[src/rtl/mmu_pkg.sv]
// Shared MMU types and constants: sequencer state encoding, multi-step shift, default widths.
package mmu_pkg;

    typedef enum logic [1:0] {
        S_IDLE = 2'd0,
        S_RUN  = 2'd1,
        S_DONE = 2'd2
    } seq_state_t;

    // Multi-step mode works on count>>MM_SHIFT for both termination and address offset.
    localparam int MM_SHIFT     = 2;
    localparam int DIM_ADDR_DEF = 12;
    localparam int DIM_STEP_DEF = 3;

endpackage

[src/rtl/mmu_addr_seq_if.sv]
// Descriptor start handshake plus address beat valid/ready bus of the MMU address sequencer.
interface mmu_addr_seq_if
    import mmu_pkg::*;
#(
    parameter int DIM_ADDR = DIM_ADDR_DEF,
    parameter int DIM_STEP = DIM_STEP_DEF
);
    logic                start;
    logic                start_ready;
    logic [DIM_ADDR-1:0] base;
    logic [DIM_ADDR-1:0] target;
    logic [DIM_STEP-1:0] step;
    logic                mm_ss;
    logic                addr_valid;
    logic                addr_ready;
    logic [DIM_ADDR-1:0] addr;
    logic                last;
    logic                busy;
    logic                done;

    modport slave (
        input  start, base, target, step, mm_ss, addr_ready,
        output start_ready, addr_valid, addr, last, busy, done
    );

    modport master (
        output start, base, target, step, mm_ss, addr_ready,
        input  start_ready, addr_valid, addr, last, busy, done
    );
endinterface

[src/rtl/mmu_step_cnt.sv]
// Stepped beat counter with clear/enable; flags the final beat via a mode-dependent >= compare.
module mmu_step_cnt
    import mmu_pkg::*;
#(
    parameter int DIM_ADDR = DIM_ADDR_DEF,
    parameter int DIM_STEP = DIM_STEP_DEF
) (
    input  logic                clk,
    input  logic                rst,
    input  logic                clr,
    input  logic                en,
    input  logic [DIM_STEP-1:0] step,
    input  logic                mm,
    input  logic [DIM_ADDR-1:0] target,
    output logic [DIM_ADDR-1:0] cnt,
    output logic                last
);
    logic [DIM_ADDR-1:0] cnt_reg;
    logic [DIM_ADDR:0]   cnt_next_wide;
    logic [DIM_ADDR:0]   cmp;

    // One extra bit keeps the carry so a count near the top cannot wrap past target.
    assign cnt_next_wide = {1'b0, cnt_reg} + {{(DIM_ADDR + 1 - DIM_STEP){1'b0}}, step};
    assign cmp           = mm ? (cnt_next_wide >> MM_SHIFT) : cnt_next_wide;
    assign last          = (cmp >= {1'b0, target});
    assign cnt           = cnt_reg;

    always_ff @(posedge clk or negedge rst) begin
        if (!rst) begin
            cnt_reg <= '0;
        end else if (clr) begin
            cnt_reg <= '0;
        end else if (en) begin
            cnt_reg <= cnt_next_wide[DIM_ADDR-1:0];
        end
    end

endmodule

[src/rtl/mmu_addr_seq.sv]
// Descriptor-driven MMU address sequencer: one address beat per counter step until the target is met.
// Optional abort input enabled by defining MMU_ADDR_SEQ_ABORT_EN.
module mmu_addr_seq
    import mmu_pkg::*;
#(
    parameter int DIM_ADDR = DIM_ADDR_DEF,
    parameter int DIM_STEP = DIM_STEP_DEF
) (
    input  logic           clk,
    input  logic           rst,
`ifdef MMU_ADDR_SEQ_ABORT_EN
    input  logic           abort,
`endif
    mmu_addr_seq_if.slave  bus
);
    seq_state_t          state_reg, state_next;
    logic [DIM_ADDR-1:0] base_reg;
    logic [DIM_ADDR-1:0] target_reg;
    logic [DIM_STEP-1:0] step_reg;
    logic                mm_reg;

    logic                accept;
    logic                beat_fire;
    logic                abort_hit;
    logic                cnt_last;
    logic [DIM_ADDR-1:0] cnt;
    logic [DIM_ADDR-1:0] offset;

`ifdef MMU_ADDR_SEQ_ABORT_EN
    assign abort_hit = abort && (state_reg != S_IDLE);
`else
    assign abort_hit = 1'b0;
`endif

    assign accept    = bus.start && (state_reg == S_IDLE);
    assign beat_fire = (state_reg == S_RUN) && bus.addr_ready;

    mmu_step_cnt #(
        .DIM_ADDR (DIM_ADDR),
        .DIM_STEP (DIM_STEP)
    ) u_step_cnt (
        .clk    (clk),
        .rst    (rst),
        .clr    (accept),
        .en     (beat_fire && !cnt_last && !abort_hit),
        .step   (step_reg),
        .mm     (mm_reg),
        .target (target_reg),
        .cnt    (cnt),
        .last   (cnt_last)
    );

    always_ff @(posedge clk or negedge rst) begin
        if (!rst) begin
            state_reg  <= S_IDLE;
            base_reg   <= '0;
            target_reg <= '0;
            step_reg   <= '0;
            mm_reg     <= 1'b0;
        end else begin
            state_reg <= state_next;
            if (accept) begin
                base_reg   <= bus.base;
                target_reg <= bus.target;
                // A zero step would never advance, so it is promoted to one.
                step_reg   <= (bus.step == '0) ? DIM_STEP'(1) : bus.step;
                mm_reg     <= bus.mm_ss;
            end
        end
    end

    always_comb begin
        state_next = state_reg;
        case (state_reg)
            S_IDLE:  if (accept) state_next = S_RUN;
            S_RUN:   if (beat_fire && cnt_last) state_next = S_DONE;
            S_DONE:  state_next = S_IDLE;
            default: state_next = S_IDLE;
        endcase
        if (abort_hit) state_next = S_IDLE;
    end

    // Outputs depend only on registered state, never on addr_ready.
    assign offset          = mm_reg ? (cnt >> MM_SHIFT) : cnt;
    assign bus.addr        = base_reg + offset;
    assign bus.addr_valid  = (state_reg == S_RUN);
    assign bus.last        = cnt_last && (state_reg == S_RUN);
    assign bus.busy        = (state_reg == S_RUN) || (state_reg == S_DONE);
    assign bus.done        = (state_reg == S_DONE);
    assign bus.start_ready = (state_reg == S_IDLE);

endmodule

[src/flat_wrapper.sv]
// flat-port wrapper written by rule: the top's interface ports become plain ports
module mmu_addr_seq_flat import mmu_pkg::*;
#(
    parameter int DIM_ADDR = DIM_ADDR_DEF,
    parameter int DIM_STEP = DIM_STEP_DEF
)
  (clk, rst, bus_start, bus_base, bus_target, bus_step, bus_mm_ss, bus_addr_ready, bus_start_ready, bus_addr_valid, bus_addr, bus_last, bus_busy, bus_done);
  mmu_addr_seq_if #(.DIM_ADDR(DIM_ADDR), .DIM_STEP(DIM_STEP)) bus_i ();
  input  logic clk;
  input  logic rst;
  input wire logic [$bits(bus_i.start)-1:0] bus_start;
  input wire logic [$bits(bus_i.base)-1:0] bus_base;
  input wire logic [$bits(bus_i.target)-1:0] bus_target;
  input wire logic [$bits(bus_i.step)-1:0] bus_step;
  input wire logic [$bits(bus_i.mm_ss)-1:0] bus_mm_ss;
  input wire logic [$bits(bus_i.addr_ready)-1:0] bus_addr_ready;
  output wire logic [$bits(bus_i.start_ready)-1:0] bus_start_ready;
  output wire logic [$bits(bus_i.addr_valid)-1:0] bus_addr_valid;
  output wire logic [$bits(bus_i.addr)-1:0] bus_addr;
  output wire logic [$bits(bus_i.last)-1:0] bus_last;
  output wire logic [$bits(bus_i.busy)-1:0] bus_busy;
  output wire logic [$bits(bus_i.done)-1:0] bus_done;
  assign bus_i.start = bus_start;
  assign bus_i.base = bus_base;
  assign bus_i.target = bus_target;
  assign bus_i.step = bus_step;
  assign bus_i.mm_ss = bus_mm_ss;
  assign bus_i.addr_ready = bus_addr_ready;
  assign bus_start_ready = bus_i.start_ready;
  assign bus_addr_valid = bus_i.addr_valid;
  assign bus_addr = bus_i.addr;
  assign bus_last = bus_i.last;
  assign bus_busy = bus_i.busy;
  assign bus_done = bus_i.done;
  mmu_addr_seq #(.DIM_ADDR(DIM_ADDR), .DIM_STEP(DIM_STEP)) u_core (.clk(clk), .rst(rst), .bus(bus_i));
endmodule
[config.mk]
export PLATFORM = sky130hd
export DESIGN_NAME = mmu_addr_seq_flat
export DESIGN_NICKNAME = d
export VERILOG_FILES = /design/src/rtl/mmu_pkg.sv /design/src/rtl/mmu_addr_seq_if.sv /design/src/rtl/mmu_step_cnt.sv /design/src/rtl/mmu_addr_seq.sv /design/src/flat_wrapper.sv
export SDC_FILE = /design/constraint.sdc
export NUM_CORES = 1
export LEC_CHECK = 0
export CORE_MARGIN = 2
export CORE_UTILIZATION = 45
export CTS_CLUSTER_DIAMETER = 100
export DETAILED_ROUTE_END_ITERATION = 8
export GPL_TIMING_DRIVEN = 0
export MAX_ROUTING_LAYER = met4
export PLACE_DENSITY = 0.74
export SETUP_SLACK_MARGIN = 0.4
export SKIP_CTS_REPAIR_TIMING = 1
export SLEW_MARGIN = 5
export SYNTH_ARGS = -nofsm -noshare
export SYNTH_HDL_FRONTEND = slang
export SYNTH_SLANG_ARGS = --single-unit
[constraint.sdc]
create_clock -name clk -period 8.6 [get_ports clk]
set_input_delay 1.72 -clock clk [delete_from_list [all_inputs] [get_ports clk]]
set_output_delay 1.72 -clock clk [all_outputs]
set_load 0.005 [all_outputs]
==> results.md <==
* Max Fclk at 0.1787 GHz
* Part of the cycle the worst path needs at 65.05%
* Die Y at 88.06 um
* Primary FF master, synth: dfrtp_1
* Via Count at 2,813
* Critical Path End Type: output pin
* Die Width at 88.06 um
* Status: finished clean
* Post-DP HPWL at 5739 um
* Netlist cell types at 54
* Fillers at 660
* Rel. slew slack at 60.00%
* Starting density of the core at 46.54%
* Final hold vios at 0
* Worst vdd ir at 190.1 uV
* Most frequent cells in the layout: nand2_1, clkdlybuf4s50_1, dfrtp_1
* PortBufs at 48
* 1st-pass router iterations at 5
* CP Max Fanout at 5
* Core area at 6832 um2
* Leakage power at 1.821 nW
* Vias in the first global route at 2,744
* Slew Viols, Final at 0
* Design area at 3886 um2
* Mapped Area at 3179 um2
* Critical Path RT at 6.88 ns
* Clk_lat worst skew at 0.30 ns
* Clk slew on worst S/H paths at 0.08 ns
* Vias per cell at 5.278
* Htree depth at 2
* Worst path max stage delay at 0.46 ns
* Total CTS buffers at 5
* RSZ-0062 raised after global routing: no
* Nets at 499
* Most common cell after layout, fill and taps aside: nand2_1
* CTS tree: yes
* Ratio of cells with drive above 1 in the final layout at 8.924%
* Pwr Density at 289.5 nW/um2
* Slowest-stage cell, CP: fa_1
* Final setup TNS at 0 ns
* Drt total wl at 7457 um
* Crit path max-delay family: compound AO/OA/AOI/OAI gates
* Root buffer cell: clkbuf_8
* CTS Sinks at 42
* Hold Crit Class: reg2reg
* Async set-reset flop share out of synthesis at 100.0%
* Endpoints failing setup at 0
* Crit Path Class: reg2out
* Worst Tran Pin Value at 0.6000 ns
* Final ANT Viol Nets at 0
* Clock buffer depth at 2
* Synth Area per Inst at 8.367 um2
* DRC viols at 0
* Post-Syn Instances at 380
* Final Critical Period at 5.595 ns
* Worst-path cell chain: ha_1 -> fa_1 -> a21o_4 -> and2_2 -> nand2_1 -> mux2i_1 -> nand2_1 -> o31ai_1 -> ha_1 -> a21o_1 -> a21oi_1 -> o31ai_1 -> o31a_1 -> clkdlybuf4s50_1
* Initial antenna violation count at 0
* First-pass GRT wire length at 12,610 um
* GRT Util Overall at 21.47%
* CP Launch Type: flop
* Final Skew at 0.007641 ns
* EDFF count, synth at 0
* Placement Cell Area at 3795 um2
* Sequential-to-total area share from yosys stat at 33.06%
* Post-synth net total at 443
* Routability cong. at 0.9324
* WP data arrival at 3.87 ns
* Max-cap violations at 0
* Buf+Inv Stages, Crit Path at 1
* Avg WL per Cell at 13.99 um
* Post-synthesis register bit count at 42
* Largest net degree at the start of global routing at 27
* I/O Pins at 49
* Area delta synth->final at 22.24%
* Congestion Overflow GR at 0
* Placement Rows at 30
* Die ar. at 7754 um2
* Initial DRC Count at 134
* Yosys warning count at 0
* Antenna Cells at 0
per-layer routing:
layer  share of wire [%]  vias to the layer above  GRT usage [%]
met2                  48                       72          35.26
met5                   0                        -              -
met3                 4.9                        9          3.205
met1                  45                     1322          27.66
met4                 1.8                        0          6.061
li1                    -                     1410              -
power by group:
group / switching (mW) / internal, mW
Sequential: 0.0387 / 0.271
Clock: 0.0707 / 0.0649
Combinational: 0.363 / 0.317
metrics by stage:
step / hold slack (ns) / worst slack [ns] / util (%) / power, mW / instances
after floorplan: 0.4428 / 4.049 / - / 0.7467 / 380
after global placement: 0.4611 / 3.366 / 55.33 / 0.9666 / 524
after detailed placement: 0.4714 / 3.324 / 55.55 / 0.9914 / 525
after CTS: 0.4900 / 2.985 / 56.89 / 1.131 / 533
after global routing: 0.5120 / 2.615 / 56.89 / 1.235 / 533
final: 0.4840 / 3.005 / 56.89 / 1.125 / 533
synth_stat cells (3+ instances only):
master / instances / area share [%]
a21o_1: 3 / 0.71
buf_6: 4 / 1.4
nor2b_1: 5 / 0.98
o31ai_1: 5 / 1.2
nor3b_1: 3 / 0.71
nand2_1: 83 / 9.8
a21oi_1: 24 / 3.8
clkbuf_1: 10 / 1.2
or3_1: 7 / 1.4
a211oi_1: 3 / 0.71
mux2_2: 7 / 2.5
o21ai_0: 32 / 5.0
nand3_1: 8 / 1.3
inv_1: 25 / 3.0
xor2_1: 5 / 1.4
o21ai_1: 3 / 0.47
ha_1: 29 / 11
nor2_1: 19 / 2.2
dfrtp_1: 42 / 33
xnor2_1: 13 / 3.6
o21a_1: 5 / 1.2
mux2i_1: 3 / 0.94
layout make-up:
cell class                      count  area, um2  share of cell area (%)
Inverter                           25      93.84                   2.415
Clock inverter                      1      5.005                  0.1288
Tap cell                           96      120.1                   3.091
Timing Repair Buffer               49      495.5                   12.75
Buffer                             18      107.6                   2.769
Sequential cell                    42       1051                   27.04
Clock buffer                        7      86.33                   2.222
Multi-Input combinational cell    295       1927                   49.58
worst register-to-register path, cell delays in order, from the launching register on:
cell and delay, ns:
dfrtp_1 0.40, ha_1 0.24, fa_1 0.46, a21o_4 0.26
and2_2 0.20, nand2_1 0.15, mux2i_1 0.20, nand2_1 0.07
o31ai_1 0.08, ha_1 0.29, a21o_1 0.16, a21oi_1 0.19
o31ai_1 0.14, o31ai_1 0.48, o21ai_0 0.18, o21a_1 0.13
worst paths after layout:
check	from	cells past startpoint	slack (ns)	endpoint
worst max register to register	u_core.u_step_cnt.cnt[0]$_DFFE_PN0P_	15	4.88	u_core.state_reg[1]$_DFFE_PN0P_
worst min-delay path	u_core.step_reg[0]$_DFFE_PN0P_	2	0.48	u_core.step_reg[0]$_DFFE_PN0P_
worst min register to register	u_core.step_reg[0]$_DFFE_PN0P_	2	0.48	u_core.step_reg[0]$_DFFE_PN0P_
min in group asynchronous	rst	1	1.35	u_core.base_reg[3]$_DFFE_PN0P_
max in group asynchronous	rst	2	6.77	u_core.target_reg[4]$_DFFE_PN0P_
worst max-delay path	u_core.u_step_cnt.cnt[0]$_DFFE_PN0P_	14	3.01	bus_last
kinds of logic (layout without fill, tap and decap cells):
group	Yosys count	count (layout)	share of synthesized area (%)
and+or+nand+nor	143	143	21.13
muxes	10	10	3.424
xor gates and xnor gates	18	18	4.959
adders and majority gates	31	31	12.67
AOI/OAI and AO/OA	93	93	18.42
buffers and inverters	43	100	6.336
DFF	42	42	33.06
(Power assumes the default switching activity.)
